**src/rtl/motion_pkg.sv**
```systemverilog
// motion_pkg: shared types and constants for the motion compensator.
//   BLK, WIN, MV_OFFSET : block edge, search-window edge, vector bias that
//                         maps mv=-8 onto window column/row 0
//   pixel_t, mv_t, addr_s_t, pix_idx_t : pixel, signed vector component,
//                         search-memory address, raster index
//   mc_entry_t          : one output-FIFO entry {pixel, raster index}
//   mc_state_t          : compensator control states
//   sat_pixel()         : prediction + residual, clamped to the pixel range
package motion_pkg;

    localparam int BLK       = 16;
    localparam int WIN       = 32;
    localparam int MV_OFFSET = 8;

    typedef logic [7:0]        pixel_t;
    typedef logic signed [3:0] mv_t;
    typedef logic [9:0]        addr_s_t;
    typedef logic [7:0]        pix_idx_t;

    typedef struct packed {
        pixel_t   pix;
        pix_idx_t idx;
    } mc_entry_t;

    typedef enum logic [1:0] {IDLE, FETCH, DRAIN, DONE} mc_state_t;

    // Sum is formed at 10 bits signed so that 255 + 255 and 0 - 256 both fit.
    function automatic pixel_t sat_pixel(input pixel_t pred, input logic signed [8:0] res);
        logic signed [9:0] sum;
        sum = $signed({2'b00, pred}) + 10'(res);
        if (sum < 0)
            return 8'h00;
        else if (sum > 10'sd255)
            return 8'hFF;
        else
            return pixel_t'(sum[7:0]);
    endfunction

endpackage

```
**src/rtl/mc_out_fifo.sv**
```systemverilog
// mc_out_fifo: 2-deep {pixel, idx} FIFO between the search-memory read
// return and the pixel stream output.
//   clock, reset_n : clock, asynchronous active-low reset (pointers/count only)
//   push, push_data: write one entry
//   pop            : remove the head entry (caller only pops when count != 0)
//   count          : number of entries held (0..2)
//   head           : oldest entry, meaningful while count != 0
module mc_out_fifo
    import motion_pkg::*;
(
    input  logic      clock,
    input  logic      reset_n,
    input  logic      push,
    input  mc_entry_t push_data,
    input  logic      pop,
    output logic [1:0] count,
    output mc_entry_t head
);

    mc_entry_t mem [2];
    logic      wr_ptr;
    logic      rd_ptr;

    always_ff @(posedge clock or negedge reset_n) begin
        if (!reset_n) begin
            wr_ptr <= 1'b0;
            rd_ptr <= 1'b0;
            count  <= 2'd0;
        end else begin
            if (push)
                wr_ptr <= ~wr_ptr;
            if (pop)
                rd_ptr <= ~rd_ptr;
            // push and pop together leave the count unchanged
            case ({push, pop})
                2'b10:   count <= count + 2'd1;
                2'b01:   count <= count - 2'd1;
                default: count <= count;
            endcase
        end
    end

    always_ff @(posedge clock) begin
        if (push)
            mem[wr_ptr] <= push_data;
    end

    assign head = mem[rd_ptr];

endmodule

```
**src/rtl/motion_compensator.sv**
```systemverilog
// motion_compensator: fetches the 16x16 predicted block addressed by a
// motion vector from the 32x32 search memory and streams its 256 pixels in
// raster order over valid/ready.
//   clock, reset_n      : clock, asynchronous active-low reset
//   start               : request, sampled only while idle
//   motionX, motionY    : signed vector, latched on an accepted start
//   AddressS / S        : search-memory read port; S carries the data for the
//                         address registered at the previous edge
//   residual_in         : signed residual added to the prediction (only when
//                         MOTION_COMP_RESIDUAL_EN is defined)
//   pixel_out/_valid/_idx, pixel_ready : output stream
//   busy, completed     : block in progress / one-cycle end-of-block pulse
// Build option: MOTION_COMP_RESIDUAL_EN adds residual_in and a clamped sum.
module motion_compensator #(
    parameter int BLK   = 16,
    parameter int WIN   = 32,
    parameter int PIX_W = 8,
    parameter int MV_W  = 4
) (
    input  logic                   clock,
    input  logic                   reset_n,
    input  logic                   start,
    input  logic signed [MV_W-1:0] motionX,
    input  logic signed [MV_W-1:0] motionY,
    output logic [9:0]             AddressS,
    input  logic [PIX_W-1:0]       S,
`ifdef MOTION_COMP_RESIDUAL_EN
    input  logic signed [PIX_W:0]  residual_in,
`endif
    output logic [PIX_W-1:0]       pixel_out,
    output logic                   pixel_valid,
    input  logic                   pixel_ready,
    output logic [7:0]             pixel_idx,
    output logic                   busy,
    output logic                   completed
);
    import motion_pkg::*;

    localparam int LAST_IDX = BLK * BLK - 1;

    mc_state_t state;
    mv_t       mv_x;
    mv_t       mv_y;
    pix_idx_t  issue_idx;
    logic      vld_p0;
    pix_idx_t  idx_p0;
    logic [1:0] fifo_count;
    mc_entry_t head;
    mc_entry_t push_entry;
    logic      pop;
    logic      issue;
    logic      fifo_drained;
    logic [5:0] x_sum;
    logic [5:0] y_sum;

    // Window coordinates at 6 bits: 0..15 + (-8..7) + 8 stays within 0..30.
    assign y_sum = 6'(issue_idx[7:4]) + 6'(mv_y) + 6'(MV_OFFSET);
    assign x_sum = 6'(issue_idx[3:0]) + 6'(mv_x) + 6'(MV_OFFSET);

    assign pixel_valid = (fifo_count != 2'd0);
    assign pop         = pixel_valid & pixel_ready;

    // A slot freed by this cycle's pop counts as free, so a read returning in
    // one cycle keeps the stream at one pixel per cycle with only two entries.
    assign issue = (state == FETCH) &&
                   ((int'(fifo_count) - int'(pop) + int'(vld_p0)) < 2);

    assign fifo_drained = !vld_p0 && ((int'(fifo_count) - int'(pop)) == 0);

    always_ff @(posedge clock or negedge reset_n) begin
        if (!reset_n) begin
            state     <= IDLE;
            AddressS  <= '0;
            issue_idx <= '0;
            vld_p0    <= 1'b0;
            busy      <= 1'b0;
            completed <= 1'b0;
        end else begin
            vld_p0 <= issue;
            case (state)
                IDLE: begin
                    if (start) begin
                        busy      <= 1'b1;
                        issue_idx <= '0;
                        state     <= FETCH;
                    end
                end
                FETCH: begin
                    if (issue) begin
                        AddressS  <= addr_s_t'(int'(y_sum) * WIN + int'(x_sum));
                        issue_idx <= issue_idx + 8'd1;
                        if (issue_idx == 8'(LAST_IDX))
                            state <= DRAIN;
                    end
                end
                DRAIN: begin
                    if (fifo_drained) begin
                        state     <= DONE;
                        busy      <= 1'b0;
                        completed <= 1'b1;
                    end
                end
                DONE: begin
                    completed <= 1'b0;
                    state     <= IDLE;
                end
                default: state <= IDLE;
            endcase
        end
    end

    // Stage p0: the vector and the raster index travel with the issued read.
    always_ff @(posedge clock) begin
        if (state == IDLE && start) begin
            mv_x <= mv_t'(motionX);
            mv_y <= mv_t'(motionY);
        end
        if (issue)
            idx_p0 <= issue_idx;
    end

    // Stage p1: returned memory data is captured into the output FIFO.
    assign push_entry = '{pix: pixel_t'(S), idx: idx_p0};

    mc_out_fifo u_fifo (
        .clock     (clock),
        .reset_n   (reset_n),
        .push      (vld_p0),
        .push_data (push_entry),
        .pop       (pop),
        .count     (fifo_count),
        .head      (head)
    );

    // Outputs read zero whenever the FIFO is empty.
`ifdef MOTION_COMP_RESIDUAL_EN
    assign pixel_out = pixel_valid ? PIX_W'(sat_pixel(head.pix, residual_in)) : '0;
`else
    assign pixel_out = pixel_valid ? PIX_W'(head.pix) : '0;
`endif
    assign pixel_idx = pixel_valid ? head.idx : '0;

endmodule
```
**config.mk**
```make
export PLATFORM = sky130hd
export DESIGN_NAME = motion_compensator
export DESIGN_NICKNAME = d
export VERILOG_FILES = /design/src/rtl/motion_pkg.sv /design/src/rtl/mc_out_fifo.sv /design/src/rtl/motion_compensator.sv
export SDC_FILE = /design/constraint.sdc
export NUM_CORES = 1
export LEC_CHECK = 0
export BUFFER_PORTS_ARGS = -buffer_cell sky130_fd_sc_hd__buf_2
export CORE_MARGIN = 4
export CORE_UTILIZATION = 61
export DETAILED_ROUTE_END_ITERATION = 10
export PLACE_DENSITY = 0.91
export SLEW_MARGIN = 20
export SYNTH_ARGS = -nofsm -noshare
export SYNTH_HDL_FRONTEND = slang
export SYNTH_SLANG_ARGS = --single-unit
```
**constraint.sdc**
```tcl
create_clock -name clock -period 7 [get_ports clock]
set_input_delay 0.7 -clock clock [delete_from_list [all_inputs] [get_ports clock]]
set_output_delay 0.7 -clock clock [all_outputs]
set_load 0.02 [all_outputs]
```
* Yosys cells after proc, flatten, opt, wreduce, memory -nomap -nowiden
Memory sizes are Yosys's and may differ from the RTL's.
Cells that the tools add are included.
** Word-level totals
- Output and inout bits :: 29
- Register bits after elaboration :: 43
- Memories :: 1
- RAM bits :: 32
- Word-level logic and storage cells :: 71
** Memory list
- u_fifo.mem :: depth 2, bits a word 16, read ports 1, clocked after memory_dff 0, write ports 1, RTL line mc_out_fifo.sv:20 : mc_entry_t mem [2];
** Cells by class
- Muxes and demuxes :: 18
- Bitwise gates (word level) :: 3
- Reductions and logical operators :: 16
- Add/subtract/negate cells :: 10
- Equal/unequal tests :: 10
- $lt $le $gt $ge :: 1
** Operator list (count)
- $add A32 B2 Y32 :: 1
- $logic_not A32 Y1 :: 1
- $lt A32 B3 Y1 const B :: 1
- $mux W8 :: 4
- $pmux W8 S2 :: 1
- $add A10 B6 Y10 :: 1
- $reduce_bool A2 Y1 :: 5
- $add A8 B1 Y8 const B :: 1
- $eq A8 B8 Y1 const B :: 1
- $mux W2 :: 4
- $pmux W2 S4 :: 1
- $add A5 B4 Y6 :: 1
- $add A6 B4 Y6 const B :: 1
- $eq A2 B2 Y1 const B :: 3
- $ne A2 B2 Y1 const B :: 3
- $reduce_and A3 Y1 :: 2
- $add A5 B4 Y5 :: 1
- $add A5 B4 Y5 const B :: 1
- $mux W1 :: 5
- $eq A2 B1 Y1 const B :: 2
- $pmux W1 S2 :: 2
- $pmux W2 S2 :: 1
- $reduce_and A2 Y1 :: 2
- $reduce_and A4 Y1 :: 1
- 9 further kinds :: 12

* Logic depth before layout (Yosys ltp)
Gate-level depths: netlist of run 1.
- Word-level depth :: 8
- Gate-level depth with buffers :: 14
- Gate-level depth less buffers :: 14

* Hierarchy
From an unflattened synthesis of run 1, not the netlist that was laid out.
** Unflattened totals
- Cell total of the unflattened synthesis :: 266
- Area, all modules :: 3682.3 µm²
** Modules (own cells, without submodules)
- motion_compensator :: instances 1, area each 2302.2 µm², cells an instance 202
- mc_out_fifo :: instances 1, area each 1380.1 µm², cells an instance 64

* Worst setup path after synthesis of run 1
No wires, ideal clock.
- Kind :: input -> register
- Start point :: in pixel_ready
- End point :: reg AddressS[5]
- Library setup time :: 0.128 ns
- Arrival time :: 2.933 ns
- Buffers on the path :: 1
- Stages :: 9
- Slack :: 3.940 ns
- Required time :: 6.872 ns
- Cell sequence :: and3b_1 > ha_1 > nand2b_1 > ha_1 > and4bb_2 > o2111ai_2 > a31oi_2 > buf_4 > mux2_1
** On the way
- Cells in the longest elaborated chain, start to end :: 6
** RTL lines
- start: declaration :: RTL line motion_compensator.sv:32 : input logic pixel_ready,
- $and A1 B1 Y1 :: RTL line motion_compensator.sv:61 : assign pop = pixel_valid & pixel_ready;
- $sub A2 B1 Y3 :: RTL line motion_compensator.sv:66 : ((int'(fifo_count) - int'(pop) + int'(vld_p0)) < 2);
- $add A32 B2 Y32 :: RTL line motion_compensator.sv:66
- $lt A32 B3 Y1 :: RTL line motion_compensator.sv:66
- $logic_and A1 B1 Y1 :: RTL line motion_compensator.sv:65 : assign issue = (state == FETCH) &&
- via issue :: RTL line motion_compensator.sv:51 : logic issue;
- $reduce_and A2 Y1 (no source line)
- end signal: assignment :: RTL line motion_compensator.sv:90 : AddressS <= addr_s_t'(int'(y_sum) * WIN + int'(x_sum));
- end: declaration :: RTL line motion_compensator.sv:25 : output logic [9:0] AddressS,
The timed path passes the listed nets, and every way through them passes these cells.
A chain may end at the register's enable or synchronous reset.

* Worst setup path in the final report of run 1
- Start point :: reg u_fifo.count[0]
- End point :: reg state[1]
** On the way
- Cells in the longest elaborated chain, start to end :: 8
- Elaborated cells between the ends (all ways) :: 11
- Classes of those cells :: add/sub: 2; order compare: 1; eq/ne: 2; bitwise: 1; reduce/logical: 5
** RTL lines
- start: declaration :: RTL line mc_out_fifo.sv:16 : output logic [1:0] count,
- start signal: assignment :: RTL line mc_out_fifo.sv:36 : 2'b10: count <= count + 2'd1;
- start signal: assignment :: RTL line mc_out_fifo.sv:37 : 2'b01: count <= count - 2'd1;
- start signal: assignment :: RTL line mc_out_fifo.sv:38 : default: count <= count;
- $reduce_bool A2 Y1 :: RTL line motion_compensator.sv:60 : assign pixel_valid = (fifo_count != 2'd0);
- $and A1 B1 Y1 :: RTL line motion_compensator.sv:61
- $sub A2 B1 Y3 (*) :: RTL line motion_compensator.sv:66, motion_compensator.sv:68
- $add A32 B2 Y32 :: RTL line motion_compensator.sv:66
- $lt A32 B3 Y1 :: RTL line motion_compensator.sv:66
- $logic_and A1 B1 Y1 :: RTL line motion_compensator.sv:65
- $ne A2 B2 Y1 (no source line)
- $reduce_and A4 Y1 (no source line) (*)
- end signal: assignment :: RTL line motion_compensator.sv:72 : state <= IDLE;
- end signal: assignment :: RTL line motion_compensator.sv:85 : state <= FETCH;
- end signal: assignment :: RTL line motion_compensator.sv:93 : state <= DRAIN;
- end: declaration :: RTL line motion_compensator.sv:41 : mc_state_t state;
Mark *: on every way between the ends. The rest lies on a longest branch, timed or not.

==> metrics.yaml, run 1 <==
global_routing:
  grt_max_degree: 28
  grt_pass1_wl_mm: 11.04
  grt_overflow: 0
  antenna_found_initial: 0
  grt_use_total: 0.1963
  grt_pass1_vias: 2321
placement:
  gp_congestion: 0.8056
  port-buffer-count: 48
  dp_hpwl_mm: 4.466
  dpl.cell_count: 386
routing:
  drtIter0Drc: 102
  final_antenna_net_count: 0
  via_per_inst: 5.749
  first_pass_iters: 5
  wl_mm: 6.672
  vias: 2311
  remaining_drc_errors: 0
  wl_per_cell_um: 16.60
logic_synthesis:
  ys_warn_count: 0
  async_flop_share: 0.3600
  ys_seq_area_frac: 0.5847
  synth.top_cell.area_share: 0.3981
  synth_area_leaders: "edfxtp_1, dfrtp_1, ha_1"
  syn-num-nets: 321
  netlist_area_um2: 3621
  ys_ff_latch: 75
  synth_flop_cell: "edfxtp_1"
  syn_inst: 270
  avgSynthCellArea_um2: 13.41
  synth_edf_count: 48
  synth_top_cell_by_area: "edfxtp_1"
  synth_cell_types: 44
die:
  rows: 27
  die_h_um: 85.05
  design.core.area_um2: 5642
  dieArea_um2: 7233
  die_w_um: 85.05
  start_util: 0.6418
  io_pins: 49
power:
  p_leak_uw: 0.001928
  total_power_uw: 1851
  p_per_area_nw_per_um2: 441.8
  max-vdd-ir-drop_v: 0.0002490
setup_path:
  cp_cell_sequence: "and3b_1 -> ha_1 -> nand2_1 -> ha_1 -> nor4b_2 -> o2111ai_2 -> a31oi_2 -> o211a_1 -> mux2_1"
  end_kind: "flip-flop"
  cp_top_family: "compound AO/OA/AOI/OAI gates"
  reg2reg_depth: 9
  cp.arrival_ps: 3350
  rr_startpoint: "u_fifo.count[0]$_DFFE_PN0P_"
  cp-start-kind: "flip-flop"
  critPathMaxFanout: 8
  criticalPathCategory: "reg2reg"
  crit_slowest_cell: "dfrtp_1"
  critical_path.most_common_cell: "ha_1"
  cp.buffers_inverters: 0
  reg2reg_setup_slack_ps: 3890
  worstReg2RegEnd: "state[1]$_DFFE_PN0P_"
  cp_data_required_time_ps: 7240
  crit_path_max_incr_delay_ps: 450
cells_and_area:
  n_fill_cell: 378
  fin_cells: 402
  n_antenna_cell: 0
  layout.nets: 376
  seq_area_um2: 2117
  multi_input_area_um2: 1421
  layout-drive-gt1-share: 0.2364
  area_delta_synth_final_pct: 15.69
cts:
  clk_pin_slew_worst_paths_ps: 80
  h-tree-depth: 3
  clock-sinks: 75
  clk_latency_ps: 350
  ctsResizeCount: 0
  cts_tree: "built"
  cts-root-buf: "clkbuf_8"
  numCtsBuffers: 9
  clk_path_buf_depth: 2
  postCtsSetupBuffers: 0
  holdBufCountCts: 0
timing:
  rsz0062_at_grt: "no"
  setup_violations: 0
  fmax_mhz: 321.6
  tightest_slew_ps: 916.4
  timing.final.crit_share: 0.4442
  fin_setup_tns_ps: 0
  skew_ps: 8.331
  maxSlewViolCount: 0
  hold_viol: 0
  maxSlewHeadroom: 0.3891
  min_period_ps: 3109
min_path:
  hp-class: "in2async"
run:
  cap_violations: 0
status:
  outcome: "complete, no violations"
-- report_power, final --
part	switching (uW)	total, uW	internal (uW)	leakage [uW]
clock	161	408	247	0.000123
sequential	112	747	635	0.000779
combinational	411	696	285	0.00103
total	684	1850	1170	0.00193
-- cells in the final DEF (no fill, tap or decap), drive strengths merged, types with 6 or more instances in the layout --
cell	netlist	final
mux2i	19	19
nand2	14	14
inv	15	16
clkbuf	3	10
ha	29	29
a21oi	9	9
buf	3	50
a21o	6	6
xnor2	6	6
nor2	25	25
mux2	8	8
nand3	8	8
edfxtp	48	48
dfrtp	27	27
-- stage by stage --
step                hold WS (ps)  utilization  setup slack, ps  instance area (um^2)
detailed placement         433.8       0.6979             3560                  3938
floorplan                  404.4            -             3940                  3621
CTS                        397.5       0.7421             3921                  4187
global route               408.6       0.7425             3625                  4189
global placement           422.7       0.6979             3698                  3938
finish                     380.1       0.7425             3891                  4189
-- state kept, by name, indices dropped and copies added (netlist names) --
| register | flops |
|---|---|
| u_fifo.count | 2 |
| AddressS | 10 |
| u_fifo.mem | 32 |
| busy | 1 |
| mv_x | 4 |
| idx_p0 | 8 |
| vld_p0 | 1 |
| u_fifo.rd_ptr | 1 |
| mv_y | 4 |
| u_fifo.wr_ptr | 1 |
| completed | 1 |
| issue_idx | 8 |
| state | 2 |
-- kinds of logic (layout without fill, tap and decap cells) --
group / after synthesis / in the layout / share of synthesized area
buffers and inverters: 21 / 81 / 0.02350
xor gates and xnor gates: 9 / 9 / 0.02177
muxes: 27 / 27 / 0.07740
AOI/OAI and AO/OA: 33 / 33 / 0.06738
adders and majority gates: 31 / 31 / 0.1113
and+or+nand+nor: 74 / 74 / 0.1140
DFF: 75 / 75 / 0.5847
-- cells in the mapped netlist, drive strengths merged (3+ instances only) --
| cell type | n |
|---|---|
| ha | 29 |
| edfxtp | 48 |
| buf | 3 |
| nor2b | 3 |
| mux2 | 8 |
| nand3 | 8 |
| o21ai | 5 |
| xor2 | 3 |
| dfrtp | 27 |
| clkbuf | 3 |
| a21oi | 9 |
| nand2 | 14 |
| a21o | 6 |
| mux2i | 19 |
| nor2 | 25 |
| inv | 15 |
| a211o | 3 |
| nand4b | 3 |
| xnor2 | 6 |
| and3 | 4 |
-- worst max path at each step --
stage	from	cells after the start	slack (ps)	end
2_1_floorplan	pixel_ready	9	3940	AddressS[5]$_DFFE_PN0P_
3_3_place_gp	pixel_ready	10	3700	state[1]$_DFFE_PN0P_
3_5_place_dp	pixel_ready	10	3560	state[1]$_DFFE_PN0P_
4_1_cts	u_fifo.count[0]$_DFFE_PN0P_	9	3920	state[1]$_DFFE_PN0P_
5_1_grt	u_fifo.count[0]$_DFFE_PN0P_	9	3630	state[1]$_DFFE_PN0P_
6_report	u_fifo.count[0]$_DFFE_PN0P_	9	3890	state[1]$_DFFE_PN0P_
-- routing by layer --
metal  vias to the layer above  global-route usage  wire length [um]
li1                       1099                   -                 -
met1                      1113              0.2479              2872
met2                        80              0.3171              3234
met3                        19             0.05631               421
met4                         0             0.08345               143
met5                         -                   0                 0
-- cell type report --
type                       count  share of cell area
sequential                    75              0.5054
multi-input combinational    174              0.3393
timing repair buffer          50             0.06093
clock buffer                  10             0.03286
clock inverter                 6             0.02658
tap                           72             0.02151
inverter                      15             0.01344
(Power assumes the default switching activity.)
==> inputs of run 2 (changes only) <==
--- a/config.mk
+++ b/config.mk
@@ -7,9 +7,9 @@
 export LEC_CHECK = 0
 export BUFFER_PORTS_ARGS = -buffer_cell sky130_fd_sc_hd__buf_2
 export CORE_MARGIN = 4
-export CORE_UTILIZATION = 61
+export CORE_UTILIZATION = 52
 export DETAILED_ROUTE_END_ITERATION = 10
-export PLACE_DENSITY = 0.91
+export PLACE_DENSITY = 0.83
 export SLEW_MARGIN = 20
 export SYNTH_ARGS = -nofsm -noshare
 export SYNTH_HDL_FRONTEND = slang
==> constraint.sdc (replaced) <==
create_clock -name clock -period 2.55 [get_ports clock]
set_input_delay 0.255 -clock clock [delete_from_list [all_inputs] [get_ports clock]]
set_output_delay 0.255 -clock clock [all_outputs]
set_load 0.02 [all_outputs]
==> metrics.yaml, run 2 (synthesis results as in run 1) <==
cells_and_area:
  area_delta_synth_final_pct: 31.10
  n_antenna_cell: 0  # unchanged
  seq_area_um2: 2117  # unchanged
  design_area_um2: 4747  # +13%
  layout-drive-gt1-share: 0.3893  # +0.1530
  multi_input_area_um2: 1633  # +15%
  layout.nets: 421  # +12%
  fin_cells: 471  # +17%
  regMostFlops: "u_fifo.mem"
  largest_reg_flops: 32  # unchanged
  n_fill_cell: 459  # +21%
  mostFrequentLayoutCells: "edfxtp_1, buf_2, buf_4, dfrtp_1, nor2_1"
  largestRegisters: "u_fifo.mem (32), AddressS (10)"
timing:
  fin_setup_tns_ps: -1591  # -1591 ps
  min_period_ps: 2660  # -449.6 ps
  hold_viol: 0  # unchanged
  tightest_slew_ps: 772.6  # -143.8 ps
  fmax_mhz: 376.0  # +17%
  maxSlewViolCount: 0  # unchanged
  layout_setup_ws_ps: -109.9  # -4000 ps
  rsz0062_at_grt: "yes"
  timing.final.crit_share: 1.043  # +0.5989
  maxSlewHeadroom: 0.4795  # +0.09044
  skew_ps: 10.22  # +1.885 ps
  setup_violations: 20  # +20
setup_path:
  startpoint: "u_fifo.count[0]$_DFFE_PN0P_"
  criticalPathCategory: "reg2reg"
  crit_slowest_cell: "dfrtp_1"
  end_kind: "flip-flop"
  critPathMaxFanout: 14  # +6
  reg2reg_depth: 9  # unchanged
  cp_data_required_time_ps: 2780  # -4460 ps
  worstReg2RegEnd: "AddressS[1]$_DFFE_PN0P_"
  cp-start-kind: "flip-flop"
  rr_startpoint: "u_fifo.count[0]$_DFFE_PN0P_"
  crit_path_max_incr_delay_ps: 380  # -70 ps
  cp.arrival_ps: 2890  # -460 ps
  cp_cell_sequence: "and3b_2 -> ha_4 -> nand2b_4 -> ha_1 -> and4bb_2 -> o2111ai_4 -> a31oi_4 -> buf_12 -> mux2_4"
  reg2reg_setup_slack_ps: -110  # -4000 ps
cts:
  clk_pin_slew_worst_paths_ps: 90  # about the same
  cts_tree: "built"
  cts-root-buf: "clkbuf_8"
  clock-sinks: 75  # unchanged
  h-tree-depth: 3  # unchanged
  clk_latency_ps: 340  # about the same
  numCtsBuffers: 9  # unchanged
  clk_path_buf_depth: 2  # unchanged
min_path:
  worstHoldStart: "motionX[0]"
  min_to: "mv_x[0]$_DFFE_PP_"
  hp-class: "in2reg"
  whs_path_depth: 1
placement:
  dp_hpwl_mm: 4.669  # +4.5%
  gp_congestion: 0.8188  # +1.6%
  dpl.cell_count: 443  # +15%
  place_ws_ps: -164.7  # -3725 ps
  port-buffer-count: 48  # unchanged
  dpl-instance-area_um2: 4302  # +9.2%
die:
  die_h_um: 91.45  # +7.5%
  design.core.area_um2: 6794  # +20%
  rows: 30  # +11%
  io_pins: 49  # unchanged
  dieArea_um2: 8362  # +16%
  start_util: 0.5330  # -0.1089
  die_w_um: 91.45  # +7.5%
routing:
  wl_mm: 6.958  # +4.3%
  via_per_inst: 5.170  # -10%
  vias: 2435  # +5.4%
  remaining_drc_errors: 0  # unchanged
  wl_per_cell_um: 14.77  # -11%
  drtIter0Drc: 113  # +11%
  final_antenna_net_count: 0  # unchanged
  first_pass_iters: 4  # -1
global_routing:
  grt_pass1_wl_mm: 11.16  # +1.1%
  grt_use_total: 0.1683  # -0.02799
  grt_max_degree: 28  # unchanged
  grt_overflow: 0  # unchanged
  grt_pass1_vias: 2491  # +7.3%
  antenna_found_initial: 0  # unchanged
run:
  cap_violations: 0  # unchanged
power:
  p_per_area_nw_per_um2: 1144  # +160%
  max-vdd-ir-drop_v: 0.0006428  # +160%
  p_leak_uw: 0.002174  # +13%
  total_power_uw: 5432  # +190%
status:
  outcome: "finished, violations left"
  violations: "setup timing"
[run 2: critical path, delay by kind of cell (launching register included)]
kind / cells / cell delay, ps
simple gates: 3 / 810
compound gates: 2 / 440
fa+ha+maj: 2 / 410
flops: 1 / 380
mux: 1 / 310
buf+inv: 1 / 180
[run 2: timing repair]
action | CTS | global route
setup buffers | 6 | 5
endpoints found under the setup margin | 19 | 27
pin swaps | 3 | 16
resized for setup | 16 | 19
hold buffers | 1 | 0
cloned | 0 | 0
hold endpoints to repair | 27 | 0
[run 2: worst max path at each step]
stage / slack [ps] / depth (start not counted) / end
6_report: -110 / 9 / AddressS[1]$_DFFE_PN0P_
5_1_grt: -200 / 11 / state[1]$_DFFE_PN0P_
4_1_cts: -100 / 10 / state[1]$_DFFE_PN0P_
3_5_place_dp: -160 / 10 / AddressS[4]$_DFFE_PN0P_
3_3_place_gp: -70 / 9 / AddressS[1]$_DFFE_PN0P_
2_1_floorplan: -170 / 9 / AddressS[5]$_DFFE_PN0P_
[run 2: report_power, final]
part           internal [uW]  switching, uW
registers               1740            183
clock network            358            451
logic                   1290           1410
total                   3390           2050
[run 2: metal layers]
| metal | global-route usage | part of all wire |
|---|---|---|
| met1 | 0.1993 | 0.41 |
| met2 | 0.2921 | 0.53 |
| met4 | 0.05276 | 0.010 |
| met5 | 0 | 0 |
| met3 | 0.05054 | 0.051 |
[run 2: final cells by class]
cell class	count	share of cell area
flip-flops and latches	75	0.4460
multi-input cells	174	0.3440
repair buffers	95	0.1355
clock buffers	9	0.02609
well taps	96	0.02530
inverters	15	0.01186
clock inverters	7	0.01133
[run 2: metrics by stage]
step                utilization  hold WS, ps
floorplan                     -       -40.59
global placement         0.6331        318.8
detailed placement       0.6331        326.5
CTS                      0.6773        64.17
global route             0.6987        55.02
finish                   0.6987        81.74
==> inputs of run 3 (changes only) <==
--- a/config.mk
+++ b/config.mk
@@ -10,6 +10,8 @@
 export CORE_UTILIZATION = 52
 export DETAILED_ROUTE_END_ITERATION = 10
 export PLACE_DENSITY = 0.83
+export RECOVER_POWER = 25
+export SKIP_LAST_GASP = 1
 export SLEW_MARGIN = 20
 export SYNTH_ARGS = -nofsm -noshare
 export SYNTH_HDL_FRONTEND = slang
==> metrics.yaml, run 3 (synthesis results as in run 1) <==
setup_path:
  criticalPathCategory: "reg2reg"
  cp-start-kind: "flip-flop"
  worstSetupEndpoint: "state[1]$_DFFE_PN0P_"
  worstReg2RegEnd: "state[1]$_DFFE_PN0P_"
  critPathMaxFanout: 4  # -10
  rr_startpoint: "u_fifo.count[0]$_DFFE_PN0P_"
  reg2reg_depth: 11  # +2
  end_kind: "flip-flop"
  cp.arrival_ps: 3030  # +140 ps
  startpoint: "u_fifo.count[0]$_DFFE_PN0P_"
  reg2reg_setup_slack_ps: -240  # -130 ps
  cp_data_required_time_ps: 2790  # about the same
cts:
  cts-root-buf: "clkbuf_8"
  cts_tree: "built"
  clk_latency_ps: 350  # about the same
  clock-sinks: 75  # unchanged
  clk_path_buf_depth: 2  # unchanged
  clk_pin_slew_worst_paths_ps: 80  # about the same
  numCtsBuffers: 9  # unchanged
  h-tree-depth: 3  # unchanged
routing:
  via_per_inst: 5.187  # +0.34%
  drtIter0Drc: 132  # +17%
  remaining_drc_errors: 0  # unchanged
  wl_mm: 6.822  # -2.0%
  wl_per_cell_um: 14.51  # -1.7%
  first_pass_iters: 4  # unchanged
  vias: 2438  # +0.12%
  final_antenna_net_count: 0  # unchanged
global_routing:
  grt_pass1_wl_mm: 10.97  # -1.7%
  antenna_found_initial: 0  # unchanged
  grt_max_degree: 28  # unchanged
  grt_overflow: 0  # unchanged
  grt_pass1_vias: 2484  # -0.28%
  grt_use_total: 0.1648  # -0.003518
timing:
  hold_viol: 0  # unchanged
  skew_ps: 10.25  # +0.03850 ps
  layout_setup_ws_ps: -242.6  # -132.7 ps
  setup_violations: 27  # +35%
  timing.final.crit_share: 1.095  # +0.05205
  hold_slack_ps: 81.71  # -0.02950 ps
  tightest_slew_ps: 914.8  # +142.2 ps
  fmax_mhz: 358.1  # -4.8%
  maxSlewViolCount: 0  # unchanged
  min_period_ps: 2793  # +132.7 ps
  maxSlewHeadroom: 0.3837  # -0.09583
  rsz0062_at_grt: "yes"
cells_and_area:
  layout-drive-gt1-share: 0.3717  # -0.01768
  regMostFlops: "u_fifo.mem"
  multi_input_area_um2: 1593  # -2.5%
  n_fill_cell: 477  # +3.9%
  seq_area_um2: 2117  # unchanged
  n_antenna_cell: 0  # unchanged
  largestRegisters: "u_fifo.mem (32), AddressS (10)"
  design_area_um2: 4667  # -1.7%
  layout.nets: 420  # -0.24%
  layout_commonest_cell: "edfxtp_1"
  area_delta_synth_final_pct: 28.89
  fin_cells: 470  # -0.21%
  mostFrequentLayoutCells: "edfxtp_1, buf_2, buf_4, dfrtp_1, nor2_1"
  largest_reg_flops: 32  # unchanged
power:
  comb_power_share: 0.486  # -0.011
  p_int_uw: 3297  # -2.7%
  p_leak_uw: 0.002139  # -1.6%
  p_per_area_nw_per_um2: 1138  # -0.59%
  seqPwrFrac: 0.361  # +0.006
  power.switching_uw: 2012  # -1.6%
  power_switching_share: 0.3790  # +0.002551
  power_frac_clock: 0.153  # +0.004
  max-vdd-ir-drop_v: 0.0006402  # -0.40%
run:
  cap_violations: 0  # unchanged
placement:
  dp_hpwl_mm: 4.669  # unchanged
  port-buffer-count: 48  # unchanged
  dpl-instance-area_um2: 4302  # unchanged
  dpl.cell_count: 443  # unchanged
  gp_congestion: 0.8188  # unchanged
die:
  die_w_um: 91.45  # unchanged
  rows: 30  # unchanged
  start_util: 0.5330  # unchanged
  dieArea_um2: 8362  # unchanged
  io_pins: 49  # unchanged
  die_h_um: 91.45  # unchanged
  design.core.area_um2: 6794  # unchanged
min_path:
  hp-class: "in2reg"
status:
  outcome: "finished, violations left"
  violations: "setup timing"
-- run 3: power groups by stage --
stage	sequential (uW)	clock (uW)	combinational (uW)
2_1_floorplan	2040	0	1470
3_3_place_gp	1920	0	2300
3_5_place_dp	1950	0	2360
4_1_cts	1920	834	2500
5_1_grt	1970	890	2810
6_report	1920	812	2580
-- run 3: per-layer routing --
layer	global-route usage	share of wire
met1	0.1940	0.42
met2	0.2855	0.51
met3	0.05054	0.053
met4	0.05402	0.011
met5	0	0
-- run 3: repair_timing --
item / in CTS / in global routing
buffers inserted: 6 / 4
resized for setup: 9 / 14
hold buffers: 1 / 0
pin swaps: 3 / 7
endpoints found under the hold margin: 27 / 0
setup endpoints to repair: 19 / 27
-- run 3: through the flow --
stage | util | power [uW] | setup WS [ps] | TNS [ps]
floorplan | - | 3505 | -169.8 | -1206
global placement | 0.6331 | 4221 | -71.09 | -479.5
detailed placement | 0.6331 | 4310 | -164.7 | -1499
CTS | 0.6731 | 5259 | -99.41 | -851.3
global route | 0.6869 | 5670 | -368.3 | -7951
finish | 0.6869 | 5309 | -242.6 | -4326
-- run 3: area by class of cell --
type,count,share of cell area
Sequential cell,75,0.4536
Multi-Input combinational cell,174,0.3413
Timing Repair Buffer,94,0.1292
Clock buffer,9,0.02654
Tap cell,96,0.02574
Inverter,15,0.01206
Clock inverter,7,0.01153
-- run 3: how the worst min path moves through the flow --
stage | from | endpoint | slack [ps] | cells past startpoint
2_1_floorplan | reset_n | AddressS[0]$_DFFE_PN0P_ | -40 | 0
3_3_place_gp | reset_n | completed$_DFFE_PN0P_ | 320 | 1
3_5_place_dp | reset_n | state[1]$_DFFE_PN0P_ | 330 | 1
4_1_cts | motionY[0] | mv_y[0]$_DFFE_PP_ | 60 | 1
5_1_grt | motionX[3] | mv_x[3]$_DFFE_PP_ | 60 | 1
6_report | motionX[0] | mv_x[0]$_DFFE_PP_ | 80 | 1
-- run 3: critical path, cell delays in order, from the launching register on --
cell and delay (ps):
dfrtp_1 380, buf_4 140, nand4b_1 210, nand2_2 170
nand2_1 120, ha_4 280, nor4bb_1 380, nand4_1 180
buf_6 170, a31oi_4 150, o211a_1 210, mux2_4 300
